$ cat src/rtl/tinytpu_pkg.sv
// Shared types and derived sizes for the tinytpu sequencing controller.
package tinytpu_pkg;

    localparam int D_W_DEF   = 8;
    localparam int N_DEF     = 2;
    localparam int WORD_DEF  = 4;
    localparam int ACC_W_DEF = 18;
    localparam int CW_DEF    = 7;

    localparam int LOAD_BITS  = WORD_DEF * D_W_DEF;
    localparam int COMP_STEPS = 3 * N_DEF - 2;
    localparam int TX_BITS    = WORD_DEF * ACC_W_DEF;

    typedef enum logic [2:0] {
        IDLE    = 3'd0,
        LOAD    = 3'd1,
        COMPUTE = 3'd2,
        CAPTURE = 3'd3,
        TX      = 3'd4
    } state_t;

endpackage

$ cat src/rtl/tinytpu_ctrl_cnt.sv
// Shared phase counter: clears on request, counts on enable, wraps to 0 at a runtime limit.
module tinytpu_ctrl_cnt #(
    parameter int CW = 7
) (
    input  logic          clk,
    input  logic          rst,
    input  logic          clr,
    input  logic          en,
    input  logic [CW-1:0] limit,
    output logic [CW-1:0] cnt,
    output logic [CW-1:0] cnt_nxt,
    output logic          tc
);

    // Exact match keeps the count from ever passing its terminal value.
    assign tc = (cnt == limit);

    always_comb begin
        cnt_nxt = cnt;
        if (clr) begin
            cnt_nxt = '0;
        end else if (en) begin
            cnt_nxt = tc ? '0 : cnt + 1'b1;
        end
    end

    always_ff @(posedge clk or posedge rst) begin
        if (rst) begin
            cnt <= '0;
        end else begin
            cnt <= cnt_nxt;
        end
    end

endmodule

$ cat src/rtl/tinytpu_ctrl.sv
// Sequencer for the serial-in/serial-out systolic datapath: LOAD -> COMPUTE -> CAPTURE -> TX.
// All outputs are registered decodes of the next state, so they line up with the state register.
module tinytpu_ctrl
    import tinytpu_pkg::*;
#(
    parameter int D_W   = 8,
    parameter int N     = 2,
    parameter int WORD  = 4,
    parameter int ACC_W = 18,
    parameter int CW    = 7
) (
    input  logic          clk,
    input  logic          rst,
    input  logic          init,
    input  logic          load_en,
    output logic          buf_shift_en,
    output logic          arr_clr,
    output logic          arr_en,
    output logic [CW-1:0] step,
    output logic          res_capture,
    output logic          tx_shift_en,
    output logic          tx_ready,
    output logic          busy,
    output logic          done,
    output logic          overrun
);

    localparam logic [CW-1:0] LOAD_LAST = CW'(WORD * D_W - 1);
    localparam logic [CW-1:0] COMP_LAST = CW'(3 * N - 2 - 1);
    localparam logic [CW-1:0] TX_LAST   = CW'(WORD * ACC_W - 1);

    state_t        state;
    state_t        state_nxt;
    logic [CW-1:0] cnt;
    logic [CW-1:0] cnt_nxt;
    logic [CW-1:0] limit;
    logic          tc;
    logic          cnt_clr;
    logic          cnt_en;
    logic          init_acc;
    logic          shift_nxt;
    logic          done_nxt;

    tinytpu_ctrl_cnt #(.CW(CW)) u_cnt (
        .clk     (clk),
        .rst     (rst),
        .clr     (cnt_clr),
        .en      (cnt_en),
        .limit   (limit),
        .cnt     (cnt),
        .cnt_nxt (cnt_nxt),
        .tc      (tc)
    );

    always_comb begin
        limit = '0;
        case (state)
            LOAD:    limit = LOAD_LAST;
            COMPUTE: limit = COMP_LAST;
            TX:      limit = TX_LAST;
            default: limit = '0;
        endcase
    end

    always_ff @(posedge clk or posedge rst) begin
        if (rst) begin
            state <= IDLE;
        end else begin
            state <= state_nxt;
        end
    end

    // init outranks everything else: from any busy state it restarts the load phase.
    always_comb begin
        state_nxt = state;
        cnt_clr   = 1'b0;
        cnt_en    = 1'b0;
        init_acc  = 1'b0;
        shift_nxt = 1'b0;
        done_nxt  = 1'b0;
        case (state)
            IDLE: begin
                if (init) begin
                    state_nxt = LOAD;
                    cnt_clr   = 1'b1;
                    init_acc  = 1'b1;
                end
            end
            LOAD: begin
                if (init) begin
                    cnt_clr  = 1'b1;
                    init_acc = 1'b1;
                end else if (load_en) begin
                    cnt_en    = 1'b1;
                    shift_nxt = 1'b1;
                    if (tc) state_nxt = COMPUTE;
                end
            end
            COMPUTE: begin
                if (init) begin
                    state_nxt = LOAD;
                    cnt_clr   = 1'b1;
                    init_acc  = 1'b1;
                end else begin
                    cnt_en = 1'b1;
                    if (tc) state_nxt = CAPTURE;
                end
            end
            CAPTURE: begin
                state_nxt = init ? LOAD : TX;
                cnt_clr   = 1'b1;
                init_acc  = init;
            end
            TX: begin
                if (init) begin
                    state_nxt = LOAD;
                    cnt_clr   = 1'b1;
                    init_acc  = 1'b1;
                end else begin
                    cnt_en = 1'b1;
                    if (tc) begin
                        state_nxt = IDLE;
                        done_nxt  = 1'b1;
                    end
                end
            end
            default: begin
                state_nxt = IDLE;
                cnt_clr   = 1'b1;
            end
        endcase
    end

    always_ff @(posedge clk or posedge rst) begin
        if (rst) begin
            buf_shift_en <= 1'b0;
            arr_clr      <= 1'b0;
            arr_en       <= 1'b0;
            step         <= '0;
            res_capture  <= 1'b0;
            tx_shift_en  <= 1'b0;
            tx_ready     <= 1'b0;
            busy         <= 1'b0;
            done         <= 1'b0;
            overrun      <= 1'b0;
        end else begin
            buf_shift_en <= shift_nxt;
            arr_clr      <= init_acc;
            arr_en       <= (state_nxt == COMPUTE);
            step         <= (state_nxt == COMPUTE) ? cnt_nxt : '0;
            res_capture  <= (state_nxt == CAPTURE);
            tx_shift_en  <= (state_nxt == TX);
            tx_ready     <= (state_nxt == TX);
            busy         <= (state_nxt != IDLE);
            done         <= done_nxt;
            // A fresh start from IDLE wins over a stray load_en in the same cycle.
            if (init && state == IDLE) begin
                overrun <= 1'b0;
            end else if (load_en && state != LOAD) begin
                overrun <= 1'b1;
            end
        end
    end

endmodule

$ cat config.mk
export PLATFORM = sky130hd
export DESIGN_NAME = tinytpu_ctrl
export DESIGN_NICKNAME = d
export VERILOG_FILES = /design/src/rtl/tinytpu_pkg.sv /design/src/rtl/tinytpu_ctrl_cnt.sv /design/src/rtl/tinytpu_ctrl.sv
export SDC_FILE = /design/constraint.sdc
export NUM_CORES = 1
export LEC_CHECK = 0
export BUFFER_PORTS_ARGS = -buffer_cell sky130_fd_sc_hd__clkbuf_2
export CAP_MARGIN = 20
export CORE_ASPECT_RATIO = 0.5
export CORE_MARGIN = 5
export CORE_UTILIZATION = 39
export DETAILED_ROUTE_END_ITERATION = 7
export GPL_ROUTABILITY_DRIVEN = 0
export PLACE_DENSITY = 0.68
export SLEW_MARGIN = 10
export SYNTH_ARGS = -nofsm -noshare
export SYNTH_HDL_FRONTEND = slang
export SYNTH_SLANG_ARGS = --single-unit
$ cat constraint.sdc
create_clock -name clk -period 2.7 [get_ports clk]
set_input_delay 0.81 -clock clk [delete_from_list [all_inputs] [get_ports clk]]
set_output_delay 0.81 -clock clk [all_outputs]
set_load 0.01 [all_outputs]
==> flow_metrics.env <==
export IMPL_grt_pass1_vias=957
export IMPL_start_util_pct=41.7
export IMPL_layout_setup_ws_ns=0.483
export IMPL_slowest_delay_ns=0.55
export IMPL_via_per_inst=5.42
export IMPL_cp_arrival_ns=2.37
export IMPL_syn_inst=124
export IMPL_clockPowerShare_pct=34.8
export IMPL_swShare_pct=23.7
export IMPL_dieArea_mm2=0.00461
export IMPL_grt_max_degree=26
export IMPL_insertion_delay_ns=0.28
export IMPL_syn_cell_area_mm2=0.00128
export IMPL_clkSlewWorstSetupHoldPaths_ns=0.10
export IMPL_startpoint_type="flop"
export IMPL_max_freq_ghz=0.451
export IMPL_slew_headroom_pct=65.9
export IMPL_clockRootBuffer="clkbuf_8"
export IMPL_grt_pass1_wl_mm=4.51
export IMPL_p_switching_w=0.000157
export IMPL_drtIter0Drc=69
export IMPL_tightest_slew_ns=0.508
export IMPL_synth_flop_cell="dfrtp_1"
export IMPL_cts_buffers_inserted=3
export IMPL_cp_cell_sequence="or3b_4 -> a2111oi_4 -> o221ai_2 -> a221oi_1 -> nor2_1"
export IMPL_nFillCells=291
export IMPL_comb_power_share_pct=7.3
export IMPL_peakVddDrop_mv=0.168
export IMPL_period_share_pct=82.1
export IMPL_r2r_setup_slack_ns=0.48
export IMPL_hold_path_class="input port to asynchronous set/reset pin"
export IMPL_r2r_cells=5
export IMPL_fp_coreArea_mm2=0.00308
export IMPL_synth_seq_cells=25
export IMPL_setup_tns_ns=0
export IMPL_clock_path_buffers=2
export IMPL_track_usage_pct=12.0
export IMPL_vias=986
export IMPL_clock_sinks=25
export IMPL_die_h_um=50.6
export IMPL_rsz0062_at_grt="false"
export IMPL_nNetsFinal=148
export IMPL_crit_slowest_cell="dfrtp_1"
export IMPL_synth_edff_count=0
export IMPL_diodes=0
export IMPL_hold_viol_final=0
export IMPL_status="complete, no violations"
export IMPL_ys_async_sr_fraction_pct=100
export IMPL_cap_viol_max_count=0
export IMPL_ys_seq_area_share_pct=48.7
export IMPL_ios=20
export IMPL_cts_hold_buffers=0
export IMPL_port_buffers=19
export IMPL_drive_above_1_share_pct=28.9
export IMPL_row_count=14
export IMPL_r2r_end="u_cnt.cnt[6]$_DFF_PP0_"
export IMPL_ctsResizeCount=0
export IMPL_htreeDepth=1
export IMPL_syn_area_per_cell_um2=10.4
export IMPL_internal_power_w=0.000507
export IMPL_slew_violations=0
export IMPL_post_route_min_period_ns=2.22
export IMPL_fin_skew_ns=0.0129
export IMPL_drtAntennaViolNets=0
export IMPL_setup_viol=0
export IMPL_power_density_mw_per_mm2=459
export IMPL_worst_setup_path_end_kind="flop"
export IMPL_worst_setup_path_type="flop to flop"
export IMPL_required_ns=2.85
export IMPL_overflow=0
export IMPL_cts_setup_buffers=0
export IMPL_reg2reg_from="state[0]$_DFF_PP0_"
export IMPL_die_w_um=91.2
export IMPL_dpl_hpwl_mm=1.89
export IMPL_first_pass_iters=4
export IMPL_yosysWarnings=0
export IMPL_crit_fanout=16
export IMPL_avgRoutedWirePerCell_um=14.5
export IMPL_syn_nets=129
export IMPL_finalWirelength_mm=2.63
export IMPL_leakage_nw=0.646
export IMPL_antenna_found_initial=0
export IMPL_area_growth_pct=12.6
export IMPL_tritoncts="built"
export IMPL_dpl_worst_slack_ns=0.388
export IMPL_ys_types=45
export IMPL_drc=0
export IMPL_seqPwrFrac_pct=57.9
-- kinds of logic after synthesis --
kind of cell | synth area share [%]
simple gates | 21.9
compound gates | 20.9
flops | 48.7
buf+inv | 6.13
xor+xnor | 1.36
fa+ha+maj | 0.974
-- synth_stat cells (all sizes together) (3+ instances only) --
cell	number	area (um^2)
a211oi	3	22.5
a21oi	9	45.0
a221oi	4	47.6
buf	5	33.8
clkbuf	3	22.5
dfrtp	25	626
inv	6	22.5
nand2	5	18.8
nand3	5	25.0
nor2	13	48.8
nor3	8	40.0
nor4	3	18.8
o21a	3	23.8
o21ai	3	15.0
-- worst max-delay path: cells and delay by family (launching register included) --
kind	cells	cell delay, ns
compound gates	3	0.99
flops	1	0.55
simple gates	2	0.56
-- per-stage QoR --
stage                     util (%)  cells  hold WS, ns  area, um^2  power [W]
after floorplan                  -    124        0.578        1280   0.000425
after global placement        45.3    178        0.546        1400   0.000439
after detailed placement      45.3    178        0.562        1400   0.000440
after CTS                     46.9    182        0.561        1450   0.000669
after global routing          46.9    182        0.583        1450   0.000692
final                         46.9    182        0.551        1450   0.000664
-- worst max path at each step --
stage / startpoint / end / slack (ns) / depth (start not counted)
after floorplan: load_en / step[6]$_DFF_PP0_ / 0.61 / 6
after global placement: init / busy$_DFF_PP0_ / 0.43 / 6
after detailed placement: init / busy$_DFF_PP0_ / 0.39 / 6
after CTS: state[0]$_DFF_PP0_ / u_cnt.cnt[6]$_DFF_PP0_ / 0.49 / 5
after global routing: state[0]$_DFF_PP0_ / u_cnt.cnt[6]$_DFF_PP0_ / 0.29 / 5
final: state[0]$_DFF_PP0_ / u_cnt.cnt[6]$_DFF_PP0_ / 0.48 / 5
-- power groups by stage --
stage          clock network (W)  logic [W]  registers [W]
2_1_floorplan                  0  0.0000349       0.000391
3_3_place_gp                   0  0.0000475       0.000392
3_5_place_dp                   0  0.0000482       0.000392
4_1_cts                 0.000236  0.0000487       0.000384
5_1_grt                 0.000254  0.0000535       0.000385
6_report                0.000231  0.0000482       0.000384
-- state kept, by name (all words and copies together), names as in the netlist --
name,count
arr_clr,1
arr_en,1
buf_shift_en,1
busy,1
done,1
overrun,1
res_capture,1
state,3
step,7
tx_ready,1
u_cnt.cnt,7
-- layout by cell type, fill, tap and decap left out, types with 3 or more instances in the layout --
| cell | n |
|---|---|
| clkbuf_8 | 3 |
| nand2_1 | 5 |
| nor2_1 | 13 |
| clkbuf_2 | 19 |
| a211oi_1 | 3 |
| nor3_1 | 8 |
| a21oi_1 | 9 |
| nor4_1 | 3 |
| inv_1 | 6 |
| dfrtp_1 | 25 |
| nand3_1 | 5 |
| buf_4 | 3 |
-- metal layers --
metal	up-vias	share of wire, %	global-route usage, %
li1	489	-	-
met1	471	49	15.5
met2	22	45	19.4
met3	4	3.9	3.43
met4	0	1.6	4.39
met5	-	0	0
-- cell type report --
class / count / area [um^2] / area share (%)
Tap cell: 40 / 50.0 / 3.46
Clock inverter: 1 / 8.76 / 0.606
Sequential cell: 25 / 626 / 43.3
Timing Repair Buffer: 22 / 118 / 8.13
Inverter: 6 / 22.5 / 1.56
Multi-Input combinational cell: 85 / 581 / 40.1
Clock buffer: 3 / 41.3 / 2.85
(Power assumes the default switching activity.)
